## src/rtl/prio_irq_enc.sv

```systemverilog
// prio_irq_enc: registered priority encoder with per-channel pending latches,
// a selection mask and an acknowledge handshake. The highest-numbered unmasked
// pending channel is presented on idx and held there until it is acknowledged.
module prio_irq_enc #(
    parameter int N    = 8,
    parameter bit EDGE = 1'b1,
    localparam int W   = (N > 1) ? $clog2(N) : 1
) (
    input  logic         clk,
    input  logic         rst_n,
    input  logic [N-1:0] req,
    input  logic [N-1:0] mask,
    input  logic         ack,
    output logic         valid,
    output logic [W-1:0] idx,
    output logic [N-1:0] pend
);

    typedef enum logic {
        IDLE,
        PRESENT
    } state_t;

    state_t       state;
    state_t       state_next;
    logic [N-1:0] req_q;
    logic [N-1:0] set;
    logic [N-1:0] clr;
    logic [N-1:0] elig;
    logic [W-1:0] sel;
    logic         any_elig;
    logic [W-1:0] idx_next;
    logic         valid_next;

    // Masked channels still latch pending; they are only kept out of selection.
    assign elig = pend & ~mask;

    // New requests (edge or level) and the one-hot clear of an accepted channel.
    always_comb begin
        set = EDGE ? (req & ~req_q) : req;
        clr = '0;
        if (valid && ack) begin
            clr[idx] = 1'b1;
        end
    end

    // Upward scan so the highest eligible channel is the last one written.
    always_comb begin
        sel      = '0;
        any_elig = 1'b0;
        for (int i = 0; i < N; i++) begin
            if (elig[i]) begin
                sel      = W'(i);
                any_elig = 1'b1;
            end
        end
    end

    // Next-state logic: latch a choice when idle, hold it until acknowledged.
    always_comb begin
        state_next = state;
        valid_next = valid;
        idx_next   = idx;
        case (state)
            IDLE: begin
                valid_next = 1'b0;
                if (any_elig) begin
                    idx_next   = sel;
                    valid_next = 1'b1;
                    state_next = PRESENT;
                end
            end
            PRESENT: begin
                if (ack) begin
                    valid_next = 1'b0;
                    state_next = IDLE;
                end
            end
            default: begin
                valid_next = 1'b0;
                state_next = IDLE;
            end
        endcase
    end

    // State register.
    always_ff @(posedge clk or negedge rst_n) begin
        if (!rst_n) begin
            state <= IDLE;
        end else begin
            state <= state_next;
        end
    end

    // Datapath registers; a fresh set beats a same-cycle clear on the same bit.
    always_ff @(posedge clk or negedge rst_n) begin
        if (!rst_n) begin
            req_q <= '0;
            pend  <= '0;
            valid <= 1'b0;
            idx   <= '0;
        end else begin
            req_q <= req;
            pend  <= (pend & ~clr) | set;
            valid <= valid_next;
            idx   <= idx_next;
        end
    end

endmodule

```

## config.mk

```make
export PLATFORM = sky130hd
export DESIGN_NAME = prio_irq_enc
export DESIGN_NICKNAME = d
export VERILOG_FILES = /design/src/rtl/prio_irq_enc.sv
export SDC_FILE = /design/constraint.sdc
export NUM_CORES = 1
export LEC_CHECK = 0
export CORE_MARGIN = 2
export CORE_UTILIZATION = 46
export DETAILED_ROUTE_END_ITERATION = 10
export PLACE_DENSITY = 0.84
export SYNTH_ARGS = -nofsm -noshare
export SYNTH_HDL_FRONTEND = slang
export SYNTH_SLANG_ARGS = --single-unit
```

## constraint.sdc

```tcl
create_clock -name clk -period 2.6 [get_ports clk]
set_input_delay 0.52 -clock clk [delete_from_list [all_inputs] [get_ports clk]]
set_output_delay 0.52 -clock clk [all_outputs]
set_load 0.05 [all_outputs]
```

; ---- After elaboration in Yosys (flattened, before gate mapping)
; Index checks and enable logic that the tools add are counted.
[classes]
muxes = 23
n_bitwise = 8
reduce_logical = 3
n_eq_ne = 1
magnitude_cmp = 2
[op_table]
columns = operator, count
row1 = 8-bit bitwise AND, 3
row2 = 8-bit inverter, 3
row3 = 3-bit 2-to-1 mux, 5
row4 = 1-bit 2-to-1 mux, 13
row5 = 8-bit 2-to-1 mux, 1
row6 = 8-bit OR, 1
row7 = "3-bit by 4-bit < comparator with 1-bit output, second input constant", 1
row8 = 1-bit one-hot mux with 2 select lines, 2
row9 = 1-bit demux with 3-bit select, 1
row10 = "3-bit by 1-bit greater-or-equal comparator with 1-bit output, second input constant", 1
row11 = 1-bit logical AND, 2
row12 = 2-bit 2-to-1 mux, 1
row13 = "2-bit != test, second input constant", 1
row14 = 2-bit AND reduction, 1
row15 = 1-bit inverter, 1
[word_totals]
inputBits = 19
word_cells = 42
out_inout_bits = 12
reg_bits = 21

; ---- Logic depth before layout (Yosys ltp)
[depth]
depth_word = 12
mapped_depth = 4
ltp_nobuf = 4

; ---- Least setup slack after synthesis
; Ideal clock, no wire load.
[synth_path]
path_kind = reg2reg
start = reg pend[4]
end = reg idx[1]
stages_incl_launch_ff = 5
setup_ps = 125
arrival_ps = 1596
path_slack_ps = 879
n_path_buf = 0
cell_sequence = dfrtp_1 -> nor2b_4 -> nor4_4 -> a41oi_4 -> mux2_4
[synth_between]
elab_chain_len = 6
elab_cells_between_ends = 10
cone_classes = mux (8) / bitwise (1) / reduce/logical (1)
[synth_lines]
columns = element, line
row1 = start: declaration, 16  ; output logic [N-1:0] pend
row2 = start signal: assignment, 104  ; pend <= (pend & ~clr) | set;
row3 = 8-bit bitwise AND *, 36  ; assign elig = pend & ~mask;
row4 = 1-bit 2-to-1 mux (4 in series), 52  ; if (elig[i]) begin
row5 = 2-bit AND reduction (no source line), --
row6 = end signal: assignment, 106  ; idx <= idx_next;
row7 = end: declaration, 15  ; output logic [W-1:0] idx,
; Every way passes the cells marked *; elsewhere a longest branch is shown, timed or not.
; A chain may end at the register's enable or synchronous reset.

; ---- Worst setup path after layout
[layout_path]
start = reg idx[1]
end = out idx[1]
; No word-level cell between the ends.

==> flow_summary.yaml <==
timing:
  fin_crit_ns: 2.166
  setup_tns_ns: 0
  slew_viol_final: 0
  setup_violations: 0
  grt_setup_unrepaired: "false"
  slew_headroom_pct: 65.90
  tightestPinTransition_ns: 0.5099
  fin_crit_sh_pct: 83.33
  max_freq_mhz: 461.6
  fin_worst_skew_ns: 0.003670
  hold_viol: 0
cts:
  clkTransAtPathRegs_ns: 0.12
  clk_latency_ns: 0.30
  clock-root-buffer: "clkbuf_4"
  cts_hold_buf: 0
  cts_sinks: 21
  post_cts_buffers: 0
  cts_tree: "built"
  clock_path_buffers: 2
  post_cts_resized: 0
  cts_buffers: 3
  htree_levels: 1
worst_setup_path:
  slowest_delay_ns: 0.85
  crit_path_max_fanout: 7
  cp_num_buf_inv: 1
  crit_path_start_kind: "flip-flop"
  cp.depth: 1
  worst_path_max_delay_cell: "clkdlybuf4s50_1"
  crit_required_ns: 2.08
  timing.rr.start: "pend[4]"
  rr_endpoint: "idx[1]"
  cp.arrival_ns: 1.65
  crit_start: "idx[1]"
  reg2regPathDepth: 4
  path_class: "flip-flop to output port"
  crit_end: "idx[1]"
  crit_family: "buffers and inverters"
  crit_chain: "clkdlybuf4s50_1"
  critPathCaptureType: "output port"
  r2r_slack_ns: 1.05
die:
  die-area_mm2: 0.002302
  start_util_pct: 50.43
  pin_count: 31
  die_y_um: 47.98
  die_x_um: 47.98
  core-area_mm2: 0.001764
  core.rowCount: 15
route:
  wire_per_inst_um: 14.10
  vias: 683
  drc: 0
  drtIter0Drc: 16
  totalWireLength_mm: 1.890
  drtAntennaViolNets: 0
  first_pass_iters: 6
  drt-vias-per-instance: 5.097
final_layout:
  layout.cells.non_filler: 134
  final_core_util_pct: 71.21
  syn2layout_area_growth_pct: 41.21
  layout_commonest_cell: "clkdlybuf4s50_1"
  antenna_cells: 0
  fillers: 157
  final_cell_mix: "clkdlybuf4s50_1 (30), dfrtp_1 (21), o21ai_0 (14), inv_1 (10)"
  final_nets: 129
  stdcell_area_mm2: 0.001256
  drive_gt1_share_pct: 12.84
pwr:
  p_leak_nw: 0.5391
  p_comb_share_pct: 48.4
  internal-power_mw: 0.6964
  p_seq_share_pct: 38.9
  vdd_drop_max_mv: 0.6019
  switching_share_pct: 43.25
  p_clk_share_pct: 12.7
  p_sw_mw: 0.5307
  pwr_density_cell_mw_per_mm2: 976.9
synthesis:
  yosysSeqAreaShare_pct: 59.07
  synthCells: 74
  yosysWarnings: 0
  syn-mean-instance-area_um2: 12.02
  synth_seq_cells: 21
  synth_fp_nets: 93
  syn_area_um2: 889.6
  synth_cell_type_count: 19
placed_design:
  portBuffers: 30
  place_inst: 130
  dp.final_hpwl_mm: 1.453
  dpl_cell_area_mm2: 0.001229
  place_congestion: 0.7547
grt:
  antenna_found_initial: 0
  grt_pass1_vias: 654
  grt-ovfl-total: 0
  grt_usage_pct: 18.47
  grt_max_degree: 22
  grt_pass1_wl_mm: 2.829
flow_run:
  maxCapViolations: 0
worst_hold_path:
  hold_path.class: "flip-flop to flip-flop"
outcome:
  outcome: "finished, final reports clean"
synthesized netlist by cell type:
cell type,count,area (um^2)
a21o_2,1,8.760
nor4_4,1,21.27
mux2i_1,1,10.01
nor2b_4,2,27.53
nor2_1,2,7.510
inv_1,10,37.54
a21oi_1,1,5.000
dfrtp_1,21,525.5
mux2_4,2,30.03
nand3b_1,1,7.510
nand2b_1,4,25.02
o31ai_1,4,30.03
o21ba_2,1,10.01
nand2_1,2,7.510
a31o_2,1,8.760
a41oi_4,1,27.53
o21ai_0,14,70.07
nand3_1,1,5.000
nor2b_1,4,25.02
power by group through the flow:
stage | Combinational (mW) | Clock [mW] | Sequential, mW
3_5_place_dp | 0.594 | 0 | 0.482
6_report | 0.594 | 0.156 | 0.477
3_3_place_gp | 0.583 | 0 | 0.477
5_1_grt | 0.628 | 0.171 | 0.488
2_1_floorplan | 0.194 | 0 | 0.670
4_1_cts | 0.598 | 0.160 | 0.476
worst min-delay path by stage:
stage          startpoint  cells after the start      end  slack [ns]
2_1_floorplan       rst_n                      0   idx[0]        0.22
3_3_place_gp     req_q[7]                      1  pend[7]        0.40
3_5_place_dp     req_q[5]                      1  pend[5]        0.41
4_1_cts          req_q[7]                      1  pend[7]        0.43
5_1_grt          req_q[4]                      1  pend[4]        0.44
6_report         req_q[7]                      1  pend[7]        0.43
cells by family after synthesis:
logic type      Yosys count  share of synthesized area [%]
flops                    21                          59.07
simple gates             17                          14.21
buf+inv                  10                          4.220
mux                       3                          4.501
compound gates           23                          18.00
per-layer routing:
layer	part of all wire [%]	vias to the layer above	track usage (%)
met5	0	-	0
met4	1.6	0	8.108
met2	51	30	32.80
li1	-	324	-
met1	41	325	22.01
met3	6.2	4	2.642
final cells by class:
cell class	instances	area (um^2)	share of cell area [%]
multi-input cells	43	326.6	26.00
flip-flops and latches	21	525.5	41.83
clock inverters	1	5.005	0.3984
repair buffers	31	307.8	24.50
inverters	10	37.54	2.988
well taps	25	31.28	2.490
clock buffers	3	22.52	1.793
flip-flops by register name, summed over array words and instances, names as in the netlist:
register	count
idx	3
pend	8
req_q	8
state	1
valid	1
stage by stage:
stage	total power [mW]	hold slack [ns]	setup WS, ns
final	1.227	0.4312	0.4336
after floorplan	0.8645	0.2244	0.8791
after CTS	1.234	0.4341	0.4303
after global routing	1.286	0.4408	0.3675
after detailed placement	1.076	0.4083	0.4929
after global placement	1.060	0.4028	0.5399
Note: power is estimated with default switching activity, not from simulation.
